`src/rtl/seg_scan.sv`:
```
// seg_scan: multiplexed seven-segment display controller.
// Drives DIGITS hex digits in time-multiplexed order. SCAN_DIV clocks make one digit slot.
// The input value and decimal points are latched into a shadow register once per frame,
// so a displayed frame never mixes two values.
// Every digit change is preceded by a one-cycle blank to suppress ghosting.
// Optional macro SEG_SCAN_ZERO_BLANK_EN turns on leading-zero suppression.
module seg_scan #(
  parameter int unsigned DIGITS         = 4,
  parameter int unsigned SCAN_DIV       = 50000,
  parameter bit          SEG_ACTIVE_LOW = 1'b1
) (
  input  logic                  clk,
  input  logic                  rst,
  input  logic                  en,
  input  logic [4*DIGITS-1:0]   value,
  input  logic [DIGITS-1:0]     dp,
  output logic [7:0]            seg,
  output logic [DIGITS-1:0]     dig,
  output logic                  frame_tick
);

  localparam int unsigned       PrescW    = $clog2(SCAN_DIV);
  localparam int unsigned       IdxW      = (DIGITS > 1) ? $clog2(DIGITS) : 1;
  localparam logic [PrescW-1:0] PrescLast = PrescW'(SCAN_DIV - 1);
  localparam logic [IdxW-1:0]   IdxLast   = IdxW'(DIGITS - 1);
  localparam logic [7:0]        SegOff    = SEG_ACTIVE_LOW ? 8'hFF : 8'h00;
  localparam logic [DIGITS-1:0] DigOff    = SEG_ACTIVE_LOW ? '1 : '0;

  // Active-high segment pattern, bit0 = a ... bit6 = g.
  function automatic logic [6:0] hex_to_seg(input logic [3:0] h);
    logic [6:0] s;
    unique case (h)
      4'h0: s = 7'h3F;
      4'h1: s = 7'h06;
      4'h2: s = 7'h5B;
      4'h3: s = 7'h4F;
      4'h4: s = 7'h66;
      4'h5: s = 7'h6D;
      4'h6: s = 7'h7D;
      4'h7: s = 7'h07;
      4'h8: s = 7'h7F;
      4'h9: s = 7'h6F;
      4'hA: s = 7'h77;
      4'hB: s = 7'h7C;
      4'hC: s = 7'h39;
      4'hD: s = 7'h5E;
      4'hE: s = 7'h79;
      default: s = 7'h71;
    endcase
    return s;
  endfunction

  logic [PrescW-1:0]   presc_q, presc_d;
  logic [IdxW-1:0]     idx_q, idx_d;
  logic                run_q, run_d;      // an enabled edge has been seen since reset/en rise
  logic                blank_q, blank_d;
  logic                tick_q, tick_d;
  logic [4*DIGITS-1:0] shadow_val_q, shadow_val_d;
  logic [DIGITS-1:0]   shadow_dp_q, shadow_dp_d;
  logic [7:0]          seg_q, seg_d;
  logic [DIGITS-1:0]   dig_q, dig_d;
  logic                term;
  logic                frame_start;

  logic [3:0]          nib [DIGITS];
  logic [3:0]          cur_nib;
  logic                cur_dp;
  logic                cur_sup;
  logic [7:0]          seg_hi;
  logic [DIGITS-1:0]   dig_hi;

  assign term = (presc_q == PrescLast);

  // Prescaler, digit index, blank flag and frame-start shadow load.
  always_comb begin
    presc_d      = presc_q;
    idx_d        = idx_q;
    run_d        = run_q;
    blank_d      = 1'b0;
    frame_start  = 1'b0;
    if (!en) begin
      presc_d = '0;
      idx_d   = '0;
      run_d   = 1'b0;
    end else begin
      run_d   = 1'b1;
      presc_d = term ? '0 : presc_q + 1'b1;
      if (!run_q) begin
        // First enabled edge: start a frame at digit 0 immediately.
        idx_d       = '0;
        frame_start = 1'b1;
      end else if (term) begin
        blank_d = 1'b1;
        if (idx_q == IdxLast) begin
          idx_d       = '0;
          frame_start = 1'b1;
        end else begin
          idx_d = idx_q + 1'b1;
        end
      end
    end
    tick_d       = frame_start;
    shadow_val_d = frame_start ? value : shadow_val_q;
    shadow_dp_d  = frame_start ? dp : shadow_dp_q;
  end

  // Split the next shadow value into per-digit nibbles.
  always_comb begin
    for (int i = 0; i < int'(DIGITS); i++) begin
      nib[i] = shadow_val_d[4*i +: 4];
    end
  end

`ifdef SEG_SCAN_ZERO_BLANK_EN
  logic [DIGITS-1:0] zsup;
  logic              seen_nz;

  // Mark digits above the most significant non-zero nibble; digit 0 is never suppressed.
  always_comb begin
    zsup    = '0;
    seen_nz = 1'b0;
    for (int i = int'(DIGITS) - 1; i >= 1; i--) begin
      if (nib[i] != 4'h0) seen_nz = 1'b1;
      zsup[i] = ~seen_nz;
    end
  end

  assign cur_sup = zsup[idx_d];
`else
  assign cur_sup = 1'b0;
`endif

  // Output pattern for the next cycle, derived from next-state so outputs track the state.
  always_comb begin
    cur_nib = nib[idx_d];
    cur_dp  = shadow_dp_d[idx_d];
    seg_hi  = {cur_dp, hex_to_seg(cur_nib)};
    if (cur_sup) seg_hi[6:0] = 7'h00;
    dig_hi = '0;
    for (int i = 0; i < int'(DIGITS); i++) begin
      dig_hi[i] = (idx_d == IdxW'(i));
    end
    if (!en || blank_d) begin
      seg_d = SegOff;
      dig_d = DigOff;
    end else begin
      seg_d = SEG_ACTIVE_LOW ? ~seg_hi : seg_hi;
      dig_d = SEG_ACTIVE_LOW ? ~dig_hi : dig_hi;
    end
  end

  // State and output registers.
  always_ff @(posedge clk or negedge rst) begin
    if (!rst) begin
      presc_q      <= '0;
      idx_q        <= '0;
      run_q        <= 1'b0;
      blank_q      <= 1'b0;
      tick_q       <= 1'b0;
      shadow_val_q <= '0;
      shadow_dp_q  <= '0;
      seg_q        <= SegOff;
      dig_q        <= DigOff;
    end else begin
      presc_q      <= presc_d;
      idx_q        <= idx_d;
      run_q        <= run_d;
      blank_q      <= blank_d;
      tick_q       <= tick_d;
      shadow_val_q <= shadow_val_d;
      shadow_dp_q  <= shadow_dp_d;
      seg_q        <= seg_d;
      dig_q        <= dig_d;
    end
  end

  assign seg        = seg_q;
  assign dig        = dig_q;
  assign frame_tick = tick_q;

  // blank_q mirrors the blank decision for debug visibility; outputs use blank_d.
  logic unused_blank;
  assign unused_blank = blank_q;

endmodule

```
`config.mk`:
```
export PLATFORM = sky130hd
export DESIGN_NAME = seg_scan
export DESIGN_NICKNAME = d
export VERILOG_FILES = /design/src/rtl/seg_scan.sv
export SDC_FILE = /design/constraint.sdc
export NUM_CORES = 1
export LEC_CHECK = 0
export BUFFER_PORTS_ARGS = -buffer_cell sky130_fd_sc_hd__buf_2
export CAP_MARGIN = 20
export CORE_MARGIN = 2
export CORE_UTILIZATION = 34
export DETAILED_ROUTE_END_ITERATION = 6
export GPL_TIMING_DRIVEN = 1
export PLACE_DENSITY = 0.61
export SETUP_SLACK_MARGIN = 0.15
export SLEW_MARGIN = 20
export SYNTH_ARGS = -nofsm -noshare
export SYNTH_HDL_FRONTEND = slang
export SYNTH_SLANG_ARGS = --single-unit
```
`constraint.sdc`:
```
create_clock -name clk -period 2.8 [get_ports clk]
set_input_delay 0.14 -clock clk [delete_from_list [all_inputs] [get_ports clk]]
set_output_delay 0.14 -clock clk [all_outputs]
set_load 0.02 [all_outputs]
```
== Yosys cells after proc, flatten, opt, wreduce, memory -nomap -nowiden ==
Memories as Yosys holds them, arrays and structs flattened.
Index checks and enable logic that the tools add are counted.
Widths: inputs -> output; s select.

* $mul: 0
* Muxes and demuxes: 23
* Shift operators: 0
* $lt $le $gt $ge: 2
* Equal/unequal tests: 5
* Reductions and logical operators: 3
* $add $sub $neg: 2
* Div/mod/pow operators: 0
* Bitwise gates (word level): 3

{| class="wikitable"
|+ Operator list
! kind !! count
|-
| $mux 16 || 3
|-
| $add 16x1->16 const B || 1
|-
| $eq 16x16->1 const B || 1
|-
| $mux 4 || 4
|-
| $mux 1 || 9
|-
| $bmux 4 s2 || 1
|-
| $mux 2 || 4
|-
| $mux 8 || 1
|-
| $not 8->8 || 1
|-
| $eq 2x2->1 const B || 3
|-
| $not 4->4 || 1
|-
| $ge 3x3->1 const B || 1
|-
| $lt 2x3->1 const B || 1
|-
| $not 2->3 || 1
|-
| $add 2x1->2 const B || 1
|-
| $bmux 1 s2 || 1
|-
| $eq 2x1->1 const B || 1
|-
| $logic_not 2->1 || 1
|-
| $logic_not 1->1 || 1
|-
| $logic_or 1x1->1 || 1
|}

* Bits of input ports: 23
* Bits in registers: 52
* Bits in writable memories: 0
* Memories kept: 1
* Bits in latches: 0
* Word-level logic and storage cells: 47
* Bits in read-only memories: 112

{| class="wikitable"
|+ Memories
! name !! depth !! width !! read ports !! clocked after memory_dff !! wr ports !! line !! text
|-
| (no name shown) || 16 || 7 || 1 || 0 || 0 || 32 || <nowiki>unique case (h)</nowiki>
|}

== Longest topological paths before layout ==
An unclocked memory read counts as a cell.

* Depth after elaboration: 12
* Depth in mapped cells: 15
* Gate-level depth less buffers: 12

== Least setup slack after synthesis ==
Ideal clock, no wire load.

* Path type: reg-to-reg
* Start: register presc_q[0]
* End: register seg_q[1] (netlist: seg[1])
* Setup slack: -0.163 ns
* Stages on the path, launching flop included: 15
* Data arrival time: 2.881 ns
* Cells stage by stage: dfrtp_1 > ha_1 > and3_1 > and4_1 > buf_6 > a31o_4 > buf_6 > buf_4 > mux2_2 > mux2i_1 > mux2_2 > ha_1 > inv_1 > nor3_1 > a211o_1

* Longest elaborated chain between the ends: 11
* Elaborated cells on any way between the ends: 19
* Those cells by class: 1 x eq/ne; 14 x mux; 2 x bitwise; 1 x reduce/logical; 1 x memory

{| class="wikitable"
|+ Ends and longest elaborated chain
! item !! line !! text
|-
| start: declaration || 53 || <nowiki>logic [PrescW-1:0] presc_q, presc_d;</nowiki>
|-
| start signal: assignment || 165 || <nowiki>presc_q <= presc_d;</nowiki>
|-
| $eq 16x16->1 || 72 || <nowiki>assign term = (presc_q == PrescLast);</nowiki>
|-
| $mux 1 || 92 || <nowiki>end else if (term) begin</nowiki>
|-
| $mux 1 || 88 || <nowiki>if (!run_q) begin</nowiki>
|-
| $mux 1 || 81 || <nowiki>if (!en) begin</nowiki>
|-
| net frame_start || 63 || <nowiki>logic frame_start;</nowiki>
|-
| $mux 16 || 103 || <nowiki>shadow_val_d = frame_start ? value : shadow_val_q;</nowiki>
|-
| net shadow_val_d[13] || 58 || <nowiki>logic [4*DIGITS-1:0] shadow_val_q, shadow_val_d;</nowiki>
|-
| $bmux 4 s2 || 135 || <nowiki>cur_nib = nib[idx_d];</nowiki>
|-
| $mux 4 (implied by the code) (2 in a row) || 135 ||
|-
| $mem_v2 16x7 || - ||
|-
| $not 8->8 || 147 || <nowiki>seg_d = SEG_ACTIVE_LOW ? ~seg_hi : seg_hi;</nowiki>
|-
| $mux 8 || 143 || <nowiki>if (!en || blank_d) begin</nowiki>
|-
| net seg_d[1] || 60 || <nowiki>logic [7:0] seg_q, seg_d;</nowiki>
|-
| end signal: assignment || 162 || <nowiki>seg_q <= SegOff;</nowiki>
|-
| end signal: assignment || 172 || <nowiki>seg_q <= seg_d;</nowiki>
|-
| end: declaration || 60 ||
|}

The timed path passes the listed nets, and every way through them passes these cells. The select of a mux whose other input is x is not followed.

== Worst setup path in the final report ==
* Start: register presc_q[7]
* End: register seg_q[0] (netlist: seg[0])

* Longest elaborated chain between the ends: 11
* Elaborated cells on any way between the ends: 19
* Those cells by class: 1 x eq/ne; 14 x mux; 2 x bitwise; 1 x reduce/logical; 1 x memory

{| class="wikitable"
|+ Ends and longest elaborated chain
! item !! line !! text
|-
| $eq 16x16->1 || 72 ||
|-
| $mux 2 || 92 ||
|-
| $mux 2 || 88 ||
|-
| $mux 2 || 81 ||
|-
| net idx_d[0] || 54 || <nowiki>logic [IdxW-1:0] idx_q, idx_d;</nowiki>
|-
| $not 2->3 (implied by the code) || 135 ||
|-
| $bmux 4 s2 || 135 ||
|-
| $mux 4 (implied by the code) (2 in a row) || 135 ||
|-
| $mem_v2 16x7 || - ||
|-
| $not 8->8 || 147 ||
|-
| $mux 8 || 143 ||
|-
| net seg_d[0] || 60 ||
|}

The timed path passes the listed nets, and every way through them passes these cells. The select of a mux whose other input is x is not followed.

==> metrics <==
final-report setup violation count=0; Least-Margin Pin Slew=between 0.6 and 0.7 ns; Clock Latency Late Sink=0.30 ns; CTS root buffer=clkbuf_8; Final HPWL DP=around 3800 µm; pin count of the biggest net entering global routing=50; hold path start=value[6]; M2 GR Usage=21.9%; Hold Crit Depth=3; Hold/Removal Path Class=in -> reg; Reg2Reg Capture Point=seg[0]; IO buf count=35; Async SR Flop Fraction=100%; Synth cell types=44; top-count cell post-synth=dfrtp_1; final layout net count=336; IR drop worst, VDD=0.250 mV; setup_tns=0 ns; post-synth top area share=39.6%; met3 Use GR=between 3 and 4%; r2r setup slk=0.009 ns; Num CTS Buffers=5; Top Usage Layer GRT=met2; CORE AREA=0.00721 mm²; EDFF count, synth=0; layout cells sized above 1=48.0%; Initial DRT Pass Iterations=4; top cells by count, synth=dfrtp_1, nor2_1, mux2_2, mux2i_1; PwrDens=508 mW/mm²; vias per cell=approximately 4.7; CP endpoint kind=register; P_leak=1.60 nW; row count=31; Post-Synthesis Cells=222; status=finished, final reports clean; Routed Antenna Nets=0; Avg Cell Area, Syn=between 10 and 15 µm²; WP data required=3.04 ns; die height=90.2 µm; final hold vios=0; Finished Core Util=47.7%; gp weighted congestion=0.758; Longest Clk Path Bufs=2; global-route wire length before repair=9380 µm; Area Growth Syn to Fin=36.2%; crit-path most repeated cell=buf_4; GRT Overall Usage=14.2%; die area=roughly 0.0081 mm²; Inserted Diodes=0; CP max stage delay=0.40 ns; max-slew violations=0; min Tclk post-route=2.79 ns; max-cap check violation count=0; starting density of the core=35.0%; clk slew on worst S/H paths=approximately 0.090 ns; vias in the first global route=1877; initial antenna violation count=0; unrepaired setup endpoints after global routing=yes; Tcrit/Tclk final=99.7%; Routed wire per std cell=13.6 µm; vias post-DR=1900; drt initial violations=115; Seq/Total Area, Yosys=52.1%; Yosys reg bits=52; synthesized area=0.00253 mm²; clock skew=0.00361 ns; Top FF cell, synth=dfrtp_1; drt total wl=5510 µm; worst path arrival time=3.03 ns; Setup CP Type=reg -> reg; crit-path max FO=6; Hold EP=shadow_val_q[6]; Max-slew headroom=59.4%; Synth area leader=dfrtp_1; # DRC=0; Clock Sinks=52; Chip Width=90.2 µm; Synth warnings=0; Critical Path Source Type=register; CP Cell Sequence=nor4_2, buf_4, and4_4, buf_4, mux2i_4, inv_4, mux2i_2, mux2_4, buf_6, ha_4, buf_4, nor2_1, a21oi_2; max frequency=358 MHz; RR Startpoint=presc_q[7]; Synth Net Count=roughly 250; H-tree depth=2; CP max-delay cell=dfrtp_1; cells on worst reg2reg path=13; num ports=36; Overflow after GRT=0; CTS tree=yes; Synth area leaders=dfrtp_1, dfstp_2, mux2_2; met1 usage=about a fifth
## cell type report
| class | instances | area (µm²) |
|---|---|---|
| Fill cell | 684 | 3770 |
| Sequential cell | 52 | 1320 |
| Multi-Input combinational cell | 151 | 1290 |
| Timing Repair Buffer | 82 | 546 |
| Tap cell | 99 | 124 |
| Clock buffer | 5 | 68.8 |
| Inverter | 13 | 53.8 |
| Clock inverter | 3 | 42.5 |
## through the flow
step / cells / total power [mW] / hold WS [ns] / instance area, µm² / worst slack (ns)
6_report: 405 / 1.75 / 0.0695 / 3440 / 0.00864
3_3_place_gp: 380 / 1.19 / 0.378 / 3060 / -0.0659
4_1_cts: 396 / 1.76 / 0.0572 / 3310 / 0.00762
5_1_grt: 405 / 1.85 / 0.0630 / 3440 / -0.112
2_1_floorplan: 222 / 1.09 / -0.156 / 2580 / 0.0665
3_5_place_dp: 380 / 1.20 / 0.385 / 3060 / -0.107
## worst max path at each step
stage	from	to	slack (ns)
2_1_floorplan	presc_q[0]	seg[4]	0.07
3_3_place_gp	presc_q[7]	seg[0]	-0.07
3_5_place_dp	presc_q[7]	seg[4]	-0.11
4_1_cts	presc_q[13]	seg[4]	0.008
5_1_grt	presc_q[7]	seg[3]	-0.11
6_report	presc_q[7]	seg[0]	0.009
## power breakdown
| group | switching [mW] | internal [mW] |
|---|---|---|
| logic | 0.199 | 0.191 |
| clock network | 0.247 | 0.265 |
| registers | 0.0176 | 0.830 |
| total | 0.464 | 1.29 |
## sequential cells by signal (all words and copies together), names as in the netlist
signal / cells
idx_q: 2
dig: 4
frame_tick: 1
shadow_val_q: 16
presc_q: 16
shadow_dp_q: 4
seg: 8
run_q: 1
## layout by cell type, fill, tap and decap left out, types with 6 or more instances in the layout
cell type	count
buf_2	35
buf_4	42
dfrtp_1	40
dfstp_2	12
inv_1	9
mux2_2	12
mux2_4	7
mux2i_1	11
nand2_1	12
nand3_1	9
nor2_1	28
nor3_1	6
xor2_1	10
## worst max-delay path: cells and delay by family (launching register included)
kind / cells / cell delay [ns]
AOI/OAI and AO/OA: 1 / 0.07
muxes: 3 / 0.78
adders and majority gates: 1 / 0.16
and+or+nand+nor: 3 / 0.63
buffers and inverters: 5 / 0.68
DFF: 1 / 0.40
## per-layer routing
layer	vias up	wire length (µm)
li1	933	-
met1	922	2730
met2	40	2500
met3	5	194
met4	0	87
met5	-	0
## kinds of logic after synthesis
logic type | after synthesis | share of synthesized area (%)
DFF | 52 | 52.1
AOI/OAI and AO/OA | 21 | 6.83
and+or+nand+nor | 72 | 13.4
muxes | 33 | 14.3
buffers and inverters | 21 | 4.21
xor gates and xnor gates | 15 | 5.20
adders and majority gates | 8 | 3.96
## repair_timing
| item | in CTS | in global routing |
|---|---|---|
| gates cloned | 2 | 1 |
| buffers inserted | 6 | 7 |
| hold endpoints to repair | 0 | 40 |
| pin swaps | 7 | 7 |
| hold buffers | 0 | 1 |
| setup endpoints to repair | 7 | 7 |
| gates resized for setup | 20 | 14 |
No activity file was read; power rests on OpenSTA's default activity.
